==> src/rtl/ahb_dma_prio_arb_if.sv <==
// Request/grant bundle between the DMA channel request lines and the channel arbiter.
// The slave modport is the arbiter; the master modport is the DMA engine and channel side.
interface ahb_dma_prio_arb_if #(
   parameter int CH_NUM = 19,
   parameter int PRI_W  = 2,
   localparam int CH_W  = $clog2(CH_NUM)
);
   logic [CH_NUM-1:0]       req;
   logic [CH_NUM*PRI_W-1:0] pri;
   logic                    mode;
   logic                    advance;
   logic                    lock;
   logic [CH_W-1:0]         gnt;
   logic                    gnt_valid;

   modport slave (
      input  req,
      input  pri,
      input  mode,
      input  advance,
      input  lock,
      output gnt,
      output gnt_valid
   );

   modport master (
      output req,
      output pri,
      output mode,
      output advance,
      output lock,
      input  gnt,
      input  gnt_valid
   );
endinterface

==> src/rtl/ahb_dma_prio_arb.sv <==
// DMA channel arbiter: round-robin or priority with round-robin among equal levels.
// Supports grant-valid, auto-release on a dropped request, and a lock that freezes the grant.
module ahb_dma_prio_arb #(
   parameter int CH_NUM = 19,
   parameter int PRI_W  = 2,
   localparam int CH_W  = $clog2(CH_NUM)
) (
   input logic                clk,
   input logic                rst,
   ahb_dma_prio_arb_if.slave  bus
);
   localparam logic [CH_W:0] LP_CH_NUM = (CH_W+1)'(CH_NUM);

   logic [CH_W-1:0]   r_gnt;
   logic              r_gnt_valid;

   logic [PRI_W-1:0]  w_max_pri;
   logic [CH_NUM-1:0] w_elig;
   logic [CH_W:0]     w_sum;
   logic [CH_W-1:0]   w_idx;
   logic              w_found;
   logic [CH_W-1:0]   w_winner;
   logic              w_event;
   logic [CH_W-1:0]   w_gnt_nxt;
   logic              w_valid_nxt;

   // Highest priority level among requesters, then the set of channels contending at it
   always_comb begin
      w_max_pri = '0;
      w_elig    = '0;
      for (int k = 0; k < CH_NUM; k++) begin
         if (bus.req[k] && (bus.pri[k*PRI_W +: PRI_W] > w_max_pri)) begin
            w_max_pri = bus.pri[k*PRI_W +: PRI_W];
         end else begin
            w_max_pri = w_max_pri;
         end
      end
      for (int k = 0; k < CH_NUM; k++) begin
         w_elig[k] = bus.req[k] && (!bus.mode || (bus.pri[k*PRI_W +: PRI_W] == w_max_pri));
      end
   end

   // Circular scan from gnt+1 (mod CH_NUM) ending at gnt, so the holder is last in line
   always_comb begin
      w_found  = 1'b0;
      w_winner = r_gnt;
      w_sum    = '0;
      w_idx    = '0;
      for (int i = 1; i <= CH_NUM; i++) begin
         w_sum = {1'b0, r_gnt} + (CH_W+1)'(i);
         if (w_sum >= LP_CH_NUM) begin
            w_idx = CH_W'(w_sum - LP_CH_NUM);
         end else begin
            w_idx = CH_W'(w_sum);
         end
         if (!w_found && w_elig[w_idx]) begin
            w_found  = 1'b1;
            w_winner = w_idx;
         end else begin
            w_found  = w_found;
         end
      end
   end

   // Arbitration event and next grant; an empty request set keeps gnt as the rotation pointer
   always_comb begin
      w_event     = !bus.lock && (bus.advance || !r_gnt_valid || !bus.req[r_gnt]);
      w_gnt_nxt   = r_gnt;
      w_valid_nxt = r_gnt_valid;
      if (w_event) begin
         if (|bus.req) begin
            w_gnt_nxt   = w_winner;
            w_valid_nxt = 1'b1;
         end else begin
            w_valid_nxt = 1'b0;
         end
      end else begin
         w_valid_nxt = r_gnt_valid;
      end
   end

   // Grant state registers
   always_ff @(posedge clk or negedge rst) begin
      if (!rst) begin
         r_gnt       <= '0;
         r_gnt_valid <= 1'b0;
      end else begin
         r_gnt       <= w_gnt_nxt;
         r_gnt_valid <= w_valid_nxt;
      end
   end

   assign bus.gnt       = r_gnt;
   assign bus.gnt_valid = r_gnt_valid;
endmodule

==> src/flat_wrapper.sv <==
// flat-port wrapper written by rule: the top's interface ports become plain ports
module ahb_dma_prio_arb_flat 
#(
   parameter int CH_NUM = 19,
   parameter int PRI_W  = 2,
   localparam int CH_W  = $clog2(CH_NUM)
)
  (clk, rst, bus_req, bus_pri, bus_mode, bus_advance, bus_lock, bus_gnt, bus_gnt_valid);
  ahb_dma_prio_arb_if #(.CH_NUM(CH_NUM), .PRI_W(PRI_W)) bus_i ();
  input logic clk;
  input logic rst;
  input wire logic [$bits(bus_i.req)-1:0] bus_req;
  input wire logic [$bits(bus_i.pri)-1:0] bus_pri;
  input wire logic [$bits(bus_i.mode)-1:0] bus_mode;
  input wire logic [$bits(bus_i.advance)-1:0] bus_advance;
  input wire logic [$bits(bus_i.lock)-1:0] bus_lock;
  output wire logic [$bits(bus_i.gnt)-1:0] bus_gnt;
  output wire logic [$bits(bus_i.gnt_valid)-1:0] bus_gnt_valid;
  assign bus_i.req = bus_req;
  assign bus_i.pri = bus_pri;
  assign bus_i.mode = bus_mode;
  assign bus_i.advance = bus_advance;
  assign bus_i.lock = bus_lock;
  assign bus_gnt = bus_i.gnt;
  assign bus_gnt_valid = bus_i.gnt_valid;
  ahb_dma_prio_arb #(.CH_NUM(CH_NUM), .PRI_W(PRI_W)) u_core (.clk(clk), .rst(rst), .bus(bus_i));
endmodule
==> config.mk <==
export PLATFORM = sky130hd
export DESIGN_NAME = ahb_dma_prio_arb_flat
export DESIGN_NICKNAME = d
export VERILOG_FILES = /design/src/rtl/ahb_dma_prio_arb_if.sv /design/src/rtl/ahb_dma_prio_arb.sv /design/src/flat_wrapper.sv
export SDC_FILE = /design/constraint.sdc
export NUM_CORES = 1
export LEC_CHECK = 0
export CORE_ASPECT_RATIO = 1.1
export CORE_MARGIN = 8
export CORE_UTILIZATION = 58
export DETAILED_ROUTE_END_ITERATION = 8
export GPL_TIMING_DRIVEN = 0
export PLACE_DENSITY = 0.8
export SYNTH_ARGS = -nofsm -noshare
export SYNTH_HDL_FRONTEND = slang
export SYNTH_SLANG_ARGS = --single-unit
==> constraint.sdc <==
create_clock -name clk -period 6.3 [get_ports clk]
set_input_delay 0.63 -clock clk [delete_from_list [all_inputs] [get_ports clk]]
set_output_delay 0.63 -clock clk [all_outputs]
set_load 0.05 [all_outputs]
==> impl_table.tex, run 1 <==
\begin{tabular}{lr}
\hline
Metric & Value \\
\hline
\multicolumn{2}{l}{\textbf{Synth}} \\
Synth Instances & 1785 \\
Syn. warnings & 0 \\
Synth top area cells & sky130\_fd\_sc\_hd\_\_xnor2\_1 (8.7\%), sky130\_fd\_sc\_hd\_\_mux4\_2 (7.5\%), sky130\_fd\_sc\_hd\_\_nand2\_1 (6.3\%) \\
Prevailing post-synth register cell & sky130\_fd\_sc\_hd\_\_dfrtp\_1 \\
Number of synthesized register bits & 6 \\
Sequential-to-total area share from yosys stat & 0.01256 \\
Post-synth EDFFs & 0 \\
Total nets after synthesis & 1889 \\
Async SR Flop Fraction & 1.000 \\
Mapped Avg Cell Area & 6.696 um\^{}2 \\
Area share of the largest cell type after synthesis & 0.08720 \\
Cell taking the most area after synthesis & sky130\_fd\_sc\_hd\_\_xnor2\_1 \\
Total standard cell area after synthesis & roughly 12000 um\^{}2 \\
Synth unique cells & roughly 110 \\
\multicolumn{2}{l}{\textbf{Place}} \\
Global placement routability congestion & around 1.2 \\
Area of placed instances & roughly 13000 um\^{}2 \\
Detailed-placement wirelength estimate & about 48000 um \\
\# port buffers & 63 \\
\multicolumn{2}{l}{\textbf{CTS}} \\
Number of buffers between clock root and the deepest sink & 2 \\
Sink Count & 6 \\
TritonCTS Buffers & 3 \\
CTS Hold Buffers Added & 0 \\
CTS H-tree lvls & 1 \\
Buffer type at the clock tree root & sky130\_fd\_sc\_hd\_\_clkbuf\_16 \\
\multicolumn{2}{l}{\textbf{Outcome}} \\
Status & did not finish \\
Stage reached & global routing (5\_1\_grt) \\
Err & [ERROR GRT-0232] Routing congestion too high. Check the congestion heatmap in the GUI. \\
\multicolumn{2}{l}{\textbf{Global routing}} \\
Largest net degree at the start of global routing & 17 \\
Global router's overall resource usage & 0.6933 \\
Residual overflow from global routing & 86 \\
\multicolumn{2}{l}{\textbf{Timing}} \\
Critical endpoint after global-route timing repair & u\_core.bus.gnt[1]\$\_DFFE\_PN0P\_/D \\
Type of pin the worst path ends at & register data pin \\
\multicolumn{2}{l}{\textbf{Floorplanning}} \\
Initial core utilization & 0.5868 \\
Die width & $\sim$150 um \\
Vertical die dimension & 166.6 um \\
Standard-cell row count & 55 \\
Number of I/O pins & approximately 70 \\
\hline
\end{tabular}
[kinds of logic after synthesis]
group                      synth area share
muxes                                0.1487
xor gates and xnor gates             0.1048
and+or+nand+nor                      0.3023
adders and majority gates           0.04648
buffers and inverters               0.05705
AOI/OAI and AO/OA                    0.3281
DFF                                 0.01256
[cells in the mapped netlist (6+ instances only)]
| cell type | count |
|---|---|
| sky130_fd_sc_hd__a2111oi_0 | 11 |
| sky130_fd_sc_hd__a211o_1 | 11 |
| sky130_fd_sc_hd__a211oi_1 | 28 |
| sky130_fd_sc_hd__a21boi_0 | 11 |
| sky130_fd_sc_hd__a21o_1 | 14 |
| sky130_fd_sc_hd__a21oi_1 | 122 |
| sky130_fd_sc_hd__a221oi_1 | 15 |
| sky130_fd_sc_hd__a22o_1 | 6 |
| sky130_fd_sc_hd__a22oi_1 | 14 |
| sky130_fd_sc_hd__a311oi_1 | 14 |
| sky130_fd_sc_hd__a31oi_1 | 34 |
| sky130_fd_sc_hd__and2_1 | 26 |
| sky130_fd_sc_hd__and3_1 | 30 |
| sky130_fd_sc_hd__buf_1 | 15 |
| sky130_fd_sc_hd__buf_2 | 11 |
| sky130_fd_sc_hd__clkbuf_1 | 74 |
| sky130_fd_sc_hd__dfrtp_1 | 6 |
| sky130_fd_sc_hd__ha_1 | 42 |
| sky130_fd_sc_hd__inv_1 | 54 |
| sky130_fd_sc_hd__mux2_2 | 11 |
| sky130_fd_sc_hd__mux2i_1 | 69 |
| sky130_fd_sc_hd__mux4_2 | 40 |
| sky130_fd_sc_hd__nand2_1 | 201 |
| sky130_fd_sc_hd__nand2b_1 | 34 |
| sky130_fd_sc_hd__nand3_1 | 73 |
| sky130_fd_sc_hd__nand4_1 | 8 |
| sky130_fd_sc_hd__nor2_1 | 185 |
| sky130_fd_sc_hd__nor2b_1 | 29 |
| sky130_fd_sc_hd__nor3_1 | 67 |
| sky130_fd_sc_hd__nor3b_1 | 9 |
| sky130_fd_sc_hd__nor4_1 | 16 |
| sky130_fd_sc_hd__o2111ai_1 | 7 |
| sky130_fd_sc_hd__o211a_1 | 8 |
| sky130_fd_sc_hd__o211ai_1 | 32 |
| sky130_fd_sc_hd__o21a_1 | 11 |
| sky130_fd_sc_hd__o21ai_0 | 95 |
| sky130_fd_sc_hd__o21ai_1 | 8 |
| sky130_fd_sc_hd__o22ai_1 | 20 |
| sky130_fd_sc_hd__o31ai_1 | 15 |
| sky130_fd_sc_hd__or2_2 | 6 |
| sky130_fd_sc_hd__or3_1 | 11 |
| sky130_fd_sc_hd__xnor2_1 | 119 |
| sky130_fd_sc_hd__xor2_1 | 24 |
[metal layers]
layer,GRT usage,overflow
met1,0.6882,2
met2,0.8551,37
met3,0.5519,2
met4,0.6964,45
met5,0.1842,0
[metrics by stage]
step           utilization  setup slack, ns  cells
4_1_cts             0.7434           -16.97   2206
3_5_place_dp        0.6531           -21.48   2104
3_3_place_gp        0.6531           -20.53   2104
2_1_floorplan            -           -16.59   1785
[timing repair]
action	in CTS
setup buffers	105
setup endpoints to repair	5
gates resized for setup	243
pin swaps	110
==> run 2: changes to the inputs <==
CORE_ASPECT_RATIO = not set   (was 1.1)
CORE_UTILIZATION = 40   (was 58)
PLACE_DENSITY = not set   (was 0.8)
PLACE_DENSITY_LB_ADDON = 0.15   (was not set)
clock period = 8.2 ns   (was 6.3 ns; I/O delays follow)
==> run 2 against run 1 <==
Net effect: the flow now finishes, with violations (setup timing); synthesized area is the same; synthesized cell count is the same.
==> impl_table.tex, run 2 <==
\begin{tabular}{lr}
\hline
Metric & Value \\
\hline
\multicolumn{2}{l}{\textbf{Routing}} \\
Number of iterations in the first detailed-routing pass & 8 \\
Per-cell routed wire length & approximately 30 um \\
Post-route antenna net violation count & 0 \\
Wire length after detailed routing & around 70000 um \\
Number of vias in the routed layout & between 15000 and 20000 \\
Number of design rule violations left after detail routing & 0 \\
Number of DRC markers in iteration 0 & 1791 \\
Via-to-Cell Ratio & roughly 7 \\
\multicolumn{2}{l}{\textbf{CTS}} \\
Clk\_lat worst skew & roughly 0.23 ns \\
Buffer type at the clock tree root & sky130\_fd\_sc\_hd\_\_clkbuf\_16 \\
Sink Count & 6 \\
CTS H-tree lvls & 1 \\
TritonCTS clock tree & built \\
TritonCTS Buffers & 3 \\
Clock-pin slew reported for the worst setup and hold paths after clock tree synthesis & 0.03 ns \\
Number of buffers between clock root and the deepest sink & 2 \\
\multicolumn{2}{l}{\textbf{Timing}} \\
Worst slew margin & 0.1214 \\
Hold Vio Cnt, Final & 0 \\
Final clock period utilization by the worst path & 2.999 \\
Fmax & 40.66 MHz \\
Setup violators final & 5 \\
Min setup slack post-route & -16.39 ns \\
Worst clock skew & about 0.00062 ns \\
Worst Max-Slew Pin Slew & between 1 and 1.5 ns \\
Number of pins with negative max-slew slack in the final report & 0 \\
Clock period minus worst slack & 24.59 ns \\
Setup repair after global routing missed its margin & yes \\
\multicolumn{2}{l}{\textbf{Global routing}} \\
Largest net degree at the start of global routing & 17 \\
Via count of the first global-routing pass & between 15000 and 20000 \\
Global-route wire length before repair & a little over 100000 um \\
Residual overflow from global routing & 0 \\
Number of antenna violations at the first check in global routing & 2 \\
Global router's overall resource usage & 0.3765 \\
\multicolumn{2}{l}{\textbf{Place}} \\
Global placement routability congestion & around 1.0 \\
Area of placed instances & between 10000 and 15000 um\^{}2 \\
\# port buffers & 63 \\
Detailed-placement wirelength estimate & 53710 um \\
\multicolumn{2}{l}{\textbf{Setup path}} \\
Max stage delay on crit path & 0.69 ns \\
Number of buffer and inverter stages on the critical path & 22 \\
R2r setup slk & -0.85 ns \\
Endpoint required time on the critical path & 8.31 ns \\
Critical-path top delay cell & sky130\_fd\_sc\_hd\_\_a22oi\_2 \\
Crit. End Element & flop \\
Critical setup path kind & input port to flop \\
Cell occurring most often along the worst timing path & sky130\_fd\_sc\_hd\_\_buf\_4 \\
Data arrival time at the worst-slack endpoint & 24.71 ns \\
Critical path startpoint category & input port \\
Kind of cell adding the most delay to the critical path & compound AO/OA/AOI/OAI gates \\
Highest fanout seen on the critical path & 10 \\
\multicolumn{2}{l}{\textbf{Cells and area}} \\
Post-route cell area & approximately 16000 um\^{}2 \\
Growth of design area from synthesis to finish & 33.70\% \\
Flip-flop count of the largest register, all copies and words added & 5 \\
Fraction of layout instances using a drive strength above 1 & 0.2434 \\
Commonest cells after routing, fill and taps aside & sky130\_fd\_sc\_hd\_\_nand2\_1 (190), sky130\_fd\_sc\_hd\_\_nor2\_1 (161), sky130\_fd\_sc\_hd\_\_buf\_4 (143) \\
Net total in the final layout & 2107 \\
Fill cell total of the finished layout & between 2000 and 3000 \\
Most frequent standard cell in the layout excluding fill and tap cells & sky130\_fd\_sc\_hd\_\_nand2\_1 \\
\multicolumn{2}{l}{\textbf{Synth}} \\
Sequential-to-total area share from yosys stat & 0.01256 \\
Mapped Avg Cell Area & approximately 6.7 um\^{}2 \\
Synth unique cells & approximately 110 \\
Synth cell count leaders & sky130\_fd\_sc\_hd\_\_nand2\_1 (201), sky130\_fd\_sc\_hd\_\_nor2\_1 (185), sky130\_fd\_sc\_hd\_\_a21oi\_1 (122), sky130\_fd\_sc\_hd\_\_xnor2\_1 (119), sky130\_fd\_sc\_hd\_\_o21ai\_0 (95) \\
Prevailing post-synth register cell & sky130\_fd\_sc\_hd\_\_dfrtp\_1 \\
Total standard cell area after synthesis & between 10000 and 15000 um\^{}2 \\
Area share of the largest cell type after synthesis & 0.08720 \\
Number of synthesized register bits & 6 \\
Synth top area cells & sky130\_fd\_sc\_hd\_\_xnor2\_1 (8.7\%), sky130\_fd\_sc\_hd\_\_mux4\_2 (7.5\%), sky130\_fd\_sc\_hd\_\_nand2\_1 (6.3\%) \\
Syn. warnings & 0 \\
Total nets after synthesis & roughly 1900 \\
Async SR Flop Fraction & 1.000 \\
Most common cell in the synthesized netlist & sky130\_fd\_sc\_hd\_\_nand2\_1 \\
Synth Instances & $\sim$1800 \\
Cell taking the most area after synthesis & sky130\_fd\_sc\_hd\_\_xnor2\_1 \\
Post-synth EDFFs & 0 \\
\multicolumn{2}{l}{\textbf{Floorplanning}} \\
Vertical die dimension & 188.9 um \\
Initial core utilization & 0.4044 \\
Die area & $\sim$36000 um\^{}2 \\
Die width & approximately 190 um \\
Area inside the core boundary & $\sim$30000 um\^{}2 \\
Number of I/O pins & 68 \\
Standard-cell row count & 63 \\
\multicolumn{2}{l}{\textbf{Hold path}} \\
Worst hold-check path type & flop to flop \\
\multicolumn{2}{l}{\textbf{Run}} \\
Max-cap check violation count & 0 \\
\multicolumn{2}{l}{\textbf{Outcome}} \\
Failing checks & setup timing \\
Status & finished, violations left \\
\hline
\end{tabular}
==> run 2: cell counts after synthesis <==
Identical to the previous run, type by type.
==> run 2: logic make-up (layout without fill, tap and decap cells) <==
family / Yosys count / count (layout) / share of synthesized area
xor+xnor: 143 / 143 / 0.1048
buf+inv: 167 / 383 / 0.05705
compound gates: 566 / 566 / 0.3281
other cells: 0 / 1 / 0
mux: 124 / 124 / 0.1487
fa+ha+maj: 45 / 45 / 0.04648
simple gates: 734 / 734 / 0.3023
flops: 6 / 6 / 0.01256
==> run 2: stage by stage <==
step / setup WS, ns / hold slack [ns] / util / TNS, ns / instances
detailed placement: -19.61 / 0.5444 / 0.4557 / -96.86 / 2238
global placement: -19.42 / 0.5308 / 0.4557 / -95.81 / 2238
CTS: -15.60 / 0.5513 / 0.5233 / -77.67 / 2368
finish: -16.39 / 0.5438 / 0.5406 / -81.56 / 2392
global route: -17.39 / 0.5970 / 0.5405 / -86.70 / 2391
floorplan: -14.88 / 0.5244 / - / -74.05 / 1785
==> run 2: layout make-up <==
cell class	count	area, um^2	share of cell area
repair buffers	219	1916	0.1199
multi-input cells	1612	12590	0.7876
inverters	60	237.7	0.01488
flip-flops and latches	6	150.1	0.009396
plain buffers	101	525.5	0.03288
clock buffers	3	75.07	0.004698
well taps	390	488.0	0.03054
diodes	1	2.502	0.0001566
==> run 2: final timing paths <==
check / to / cells after the start / start
hold / removal: u_core.bus.gnt_valid / 2 / u_core.bus.gnt_valid
setup reg to reg: u_core.bus.gnt[1] / 28 / u_core.bus.gnt[0]
min in group asynchronous: u_core.bus.gnt_valid / 1 / rst
setup / recovery: u_core.bus.gnt[1] / 133 / bus_req[0]
hold reg to reg: u_core.bus.gnt_valid / 2 / u_core.bus.gnt_valid
max in group asynchronous: u_core.bus.gnt[2] / 1 / rst
==> run 2: metal layers <==
layer  wire (um)  up-vias  GRT usage
met1       26830     7901     0.4540
met3        6947      325    0.07653
met5          31        -          0
li1            -     7183          -
met2       30940     1104     0.6024
met4        5967        4     0.2450
==> run 2: repair_timing <==
item                                    4_1_cts  5_1_grt
setup buffers                               130       27
hold buffers                                  0        0
resized for setup                           211       73
pin swaps                                   126       86
cloned                                        1        0
endpoints found under the setup margin        5        5
==> run 2: worst reg2reg max path: cells and delay by family, from the launching register on <==
kind,cells,cell delay (ns)
muxes,1,0.38
DFF,1,0.52
buffers and inverters,9,3.28
and+or+nand+nor,5,1.22
xor gates and xnor gates,2,1.12
AOI/OAI and AO/OA,10,1.91
adders and majority gates,1,0.50
Power of run 2 is not shown: default switching activity piles up to over one toggle a cycle in this logic, so the estimate is an artifact.
==> run 3: changes to the inputs <==
CORE_ASPECT_RATIO = 1.5   (was not set)
==> run 3 against run 2 <==
Net effect: the run ends with capacitance limit, setup timing left; non-clock buffer count rose by 25; worst setup slack improved by 0.14 ns; design area rose by 3.0%; final cell count rose by 1.3%; wire length rose by 9.8%; critical path depth rose by 7; fmax rose by 0.59%; via count rose by 1.4%; clock-buffer cell count did not move; flip-flop and latch count did not move; die area rose by 0.32%.
==> impl_table.tex, run 3 (same netlist as run 2, synthesis figures left out) <==
\begin{tabular}{lr}
\hline
Metric & Value \\
\hline
\multicolumn{2}{l}{\textbf{Setup path}} \\
R2r setup slk & -0.71 ns \\
Critical path startpoint category & input port \\
Worst reg2reg startpoint & u\_core.bus.gnt[0] \\
Capture point of the worst reg-to-reg path & u\_core.bus.gnt[3] \\
Critical setup path kind & input port to flop \\
Crit. End Element & flop \\
Endpoint required time on the critical path & 8.30 ns \\
Data arrival time at the worst-slack endpoint & around 25 ns \\
Worst Reg2Reg Path Length in Cells & 27 \\
Cell occurring most often along the worst timing path & sky130\_fd\_sc\_hd\_\_ha\_4 \\
Highest fanout seen on the critical path & 6 \\
Critical-path top delay cell & sky130\_fd\_sc\_hd\_\_a311oi\_4 \\
Max stage delay on crit path & just under 0.5 ns \\
\multicolumn{2}{l}{\textbf{Timing}} \\
Worst clock skew & 0.0004853 ns \\
Hold Vio Cnt, Final & 0 \\
Worst slew margin & 0.002918 \\
Final clock period utilization by the worst path & 2.982 \\
Number of pins with negative max-slew slack in the final report & 0 \\
Setup repair after global routing missed its margin & yes \\
Setup violators final & 5 \\
Fmax & 40.90 MHz \\
Min setup slack post-route & -16.25 ns \\
Clock period minus worst slack & approximately 24 ns \\
Worst Max-Slew Pin Slew & between 1 and 1.5 ns \\
Final hold slack & around 0.53 ns \\
\multicolumn{2}{l}{\textbf{Routing}} \\
Wire length after detailed routing & slightly below 80000 um \\
Number of design rule violations left after detail routing & 0 \\
Number of DRC markers in iteration 0 & between 1500 and 2000 \\
Number of vias in the routed layout & 16750 \\
Post-route antenna net violation count & 0 \\
Number of iterations in the first detailed-routing pass & 8 \\
Per-cell routed wire length & $\sim$32 um \\
Via-to-Cell Ratio & roughly 6.9 \\
\multicolumn{2}{l}{\textbf{Floorplanning}} \\
Area inside the core boundary & slightly below 30000 um\^{}2 \\
Initial core utilization & 0.4054 \\
Die width & 157.1 um \\
Vertical die dimension & $\sim$230 um \\
Number of I/O pins & 68 \\
Standard-cell row count & between 70 and 80 \\
Die area & approximately 36000 um\^{}2 \\
\multicolumn{2}{l}{\textbf{Cells and area}} \\
Final core utilization & 0.5581 \\
Growth of design area from synthesis to finish & 37.65\% \\
Fraction of layout instances using a drive strength above 1 & 0.2660 \\
Commonest cells after routing, fill and taps aside & sky130\_fd\_sc\_hd\_\_nand2\_1 (183), sky130\_fd\_sc\_hd\_\_nor2\_1 (162), sky130\_fd\_sc\_hd\_\_buf\_4 (162) \\
Flip-flop count of the largest register, all copies and words added & 5 \\
Most frequent standard cell in the layout excluding fill and tap cells & sky130\_fd\_sc\_hd\_\_nand2\_1 \\
Net total in the final layout & 2132 \\
\multicolumn{2}{l}{\textbf{CTS}} \\
Clk\_lat worst skew & approximately 0.23 ns \\
CTS H-tree lvls & 1 \\
Sink Count & 6 \\
TritonCTS clock tree & built \\
Clock-pin slew reported for the worst setup and hold paths after clock tree synthesis & approximately 0.030 ns \\
Buffer type at the clock tree root & sky130\_fd\_sc\_hd\_\_clkbuf\_16 \\
Number of buffers between clock root and the deepest sink & 2 \\
TritonCTS Buffers & 3 \\
CTS Hold Buffers Added & 0 \\
\multicolumn{2}{l}{\textbf{Hold path}} \\
Worst hold-check path type & flop to flop \\
Cell depth of the worst min-delay path & 2 \\
Min-delay src & u\_core.bus.gnt\_valid \\
Terminating pin of the worst hold path & u\_core.bus.gnt\_valid \\
\multicolumn{2}{l}{\textbf{Outcome}} \\
Failing checks & capacitance limit, setup timing \\
Status & finished, violations left \\
\multicolumn{2}{l}{\textbf{Run}} \\
Max-cap check violation count & 1 \\
\multicolumn{2}{l}{\textbf{Global routing}} \\
Residual overflow from global routing & 0 \\
Number of antenna violations at the first check in global routing & 8 \\
Via count of the first global-routing pass & around 16000 \\
Largest net degree at the start of global routing & 17 \\
Global router's overall resource usage & 0.4209 \\
Global-route wire length before repair & 111000 um \\
\multicolumn{2}{l}{\textbf{Place}} \\
Global placement routability congestion & 1.059 \\
\# port buffers & 63 \\
Detailed-placement wirelength estimate & roughly 56000 um \\
\hline
\end{tabular}
run 3: changes by cell type in the layout (fill, tap and decap cells not counted), sizes merged:
cell / before / now
buf: 191 / 217
clkdlybuf4s15: 1 / 0
diode: 1 / 3
run 3: layout make-up:
class,count,area (um^2)
Multi-Input combinational cell,1612,12790
Fill cell,2908,13030
Buffer,101,561.8
Tap cell,395,494.2
Inverter,60,237.7
Timing Repair Buffer,244,2132
Antenna cell,3,7.507
Clock buffer,3,75.07
Sequential cell,6,150.1
run 3: critical path, delay by kind of cell:
family / cells / cell delay, ns
AO/OA/AOI/OAI: 45 / 8.06
AND/OR/NAND/NOR: 51 / 6.67
adder cells (fa/ha/maj): 21 / 5.41
buffers and inverters: 20 / 2.55
multiplexers: 3 / 0.98
run 3: worst max-delay path by stage:
stage,start,to,slack (ns),cells past startpoint
2_1_floorplan,bus_req[0],u_core.bus.gnt[1],-14.88,131
3_3_place_gp,bus_req[0],u_core.bus.gnt[3],-19.58,124
3_5_place_dp,bus_req[0],u_core.bus.gnt[3],-19.83,134
4_1_cts,bus_pri[1],u_core.bus.gnt[0],-15.42,137
5_1_grt,bus_pri[1],u_core.bus.gnt[0],-17.13,139
6_report,bus_pri[1],u_core.bus.gnt[3],-16.25,140
run 3: per-layer routing:
| metal | GRT usage | part of all wire | up-vias |
|---|---|---|---|
| met4 | 0.4349 | 0.13 | 6 |
| li1 | - | - | 7217 |
| met5 | 0.002882 | 0.00052 | - |
| met1 | 0.4247 | 0.32 | 7868 |
| met3 | 0.1219 | 0.095 | 500 |
| met2 | 0.6647 | 0.45 | 1159 |
run 3: per-stage QoR:
| step | worst slack, ns | instance area (um^2) | cells | TNS (ns) |
|---|---|---|---|---|
| global route | -17.13 | 16450 | 2422 | -85.51 |
| floorplan | -14.88 | 12350 | 1785 | -74.05 |
| global placement | -19.58 | 13480 | 2243 | -96.84 |
| CTS | -15.42 | 15770 | 2381 | -76.88 |
| detailed placement | -19.83 | 13490 | 2243 | -98.38 |
| finish | -16.25 | 16450 | 2424 | -81.01 |
run 3: repair_timing:
item | CTS | global route
resized for setup | 264 | 74
endpoints found under the setup margin | 5 | 5
buffers inserted | 139 | 39
gates cloned | 1 | 0
pin swaps | 144 | 76
Power of run 3 is left out for the same reason.
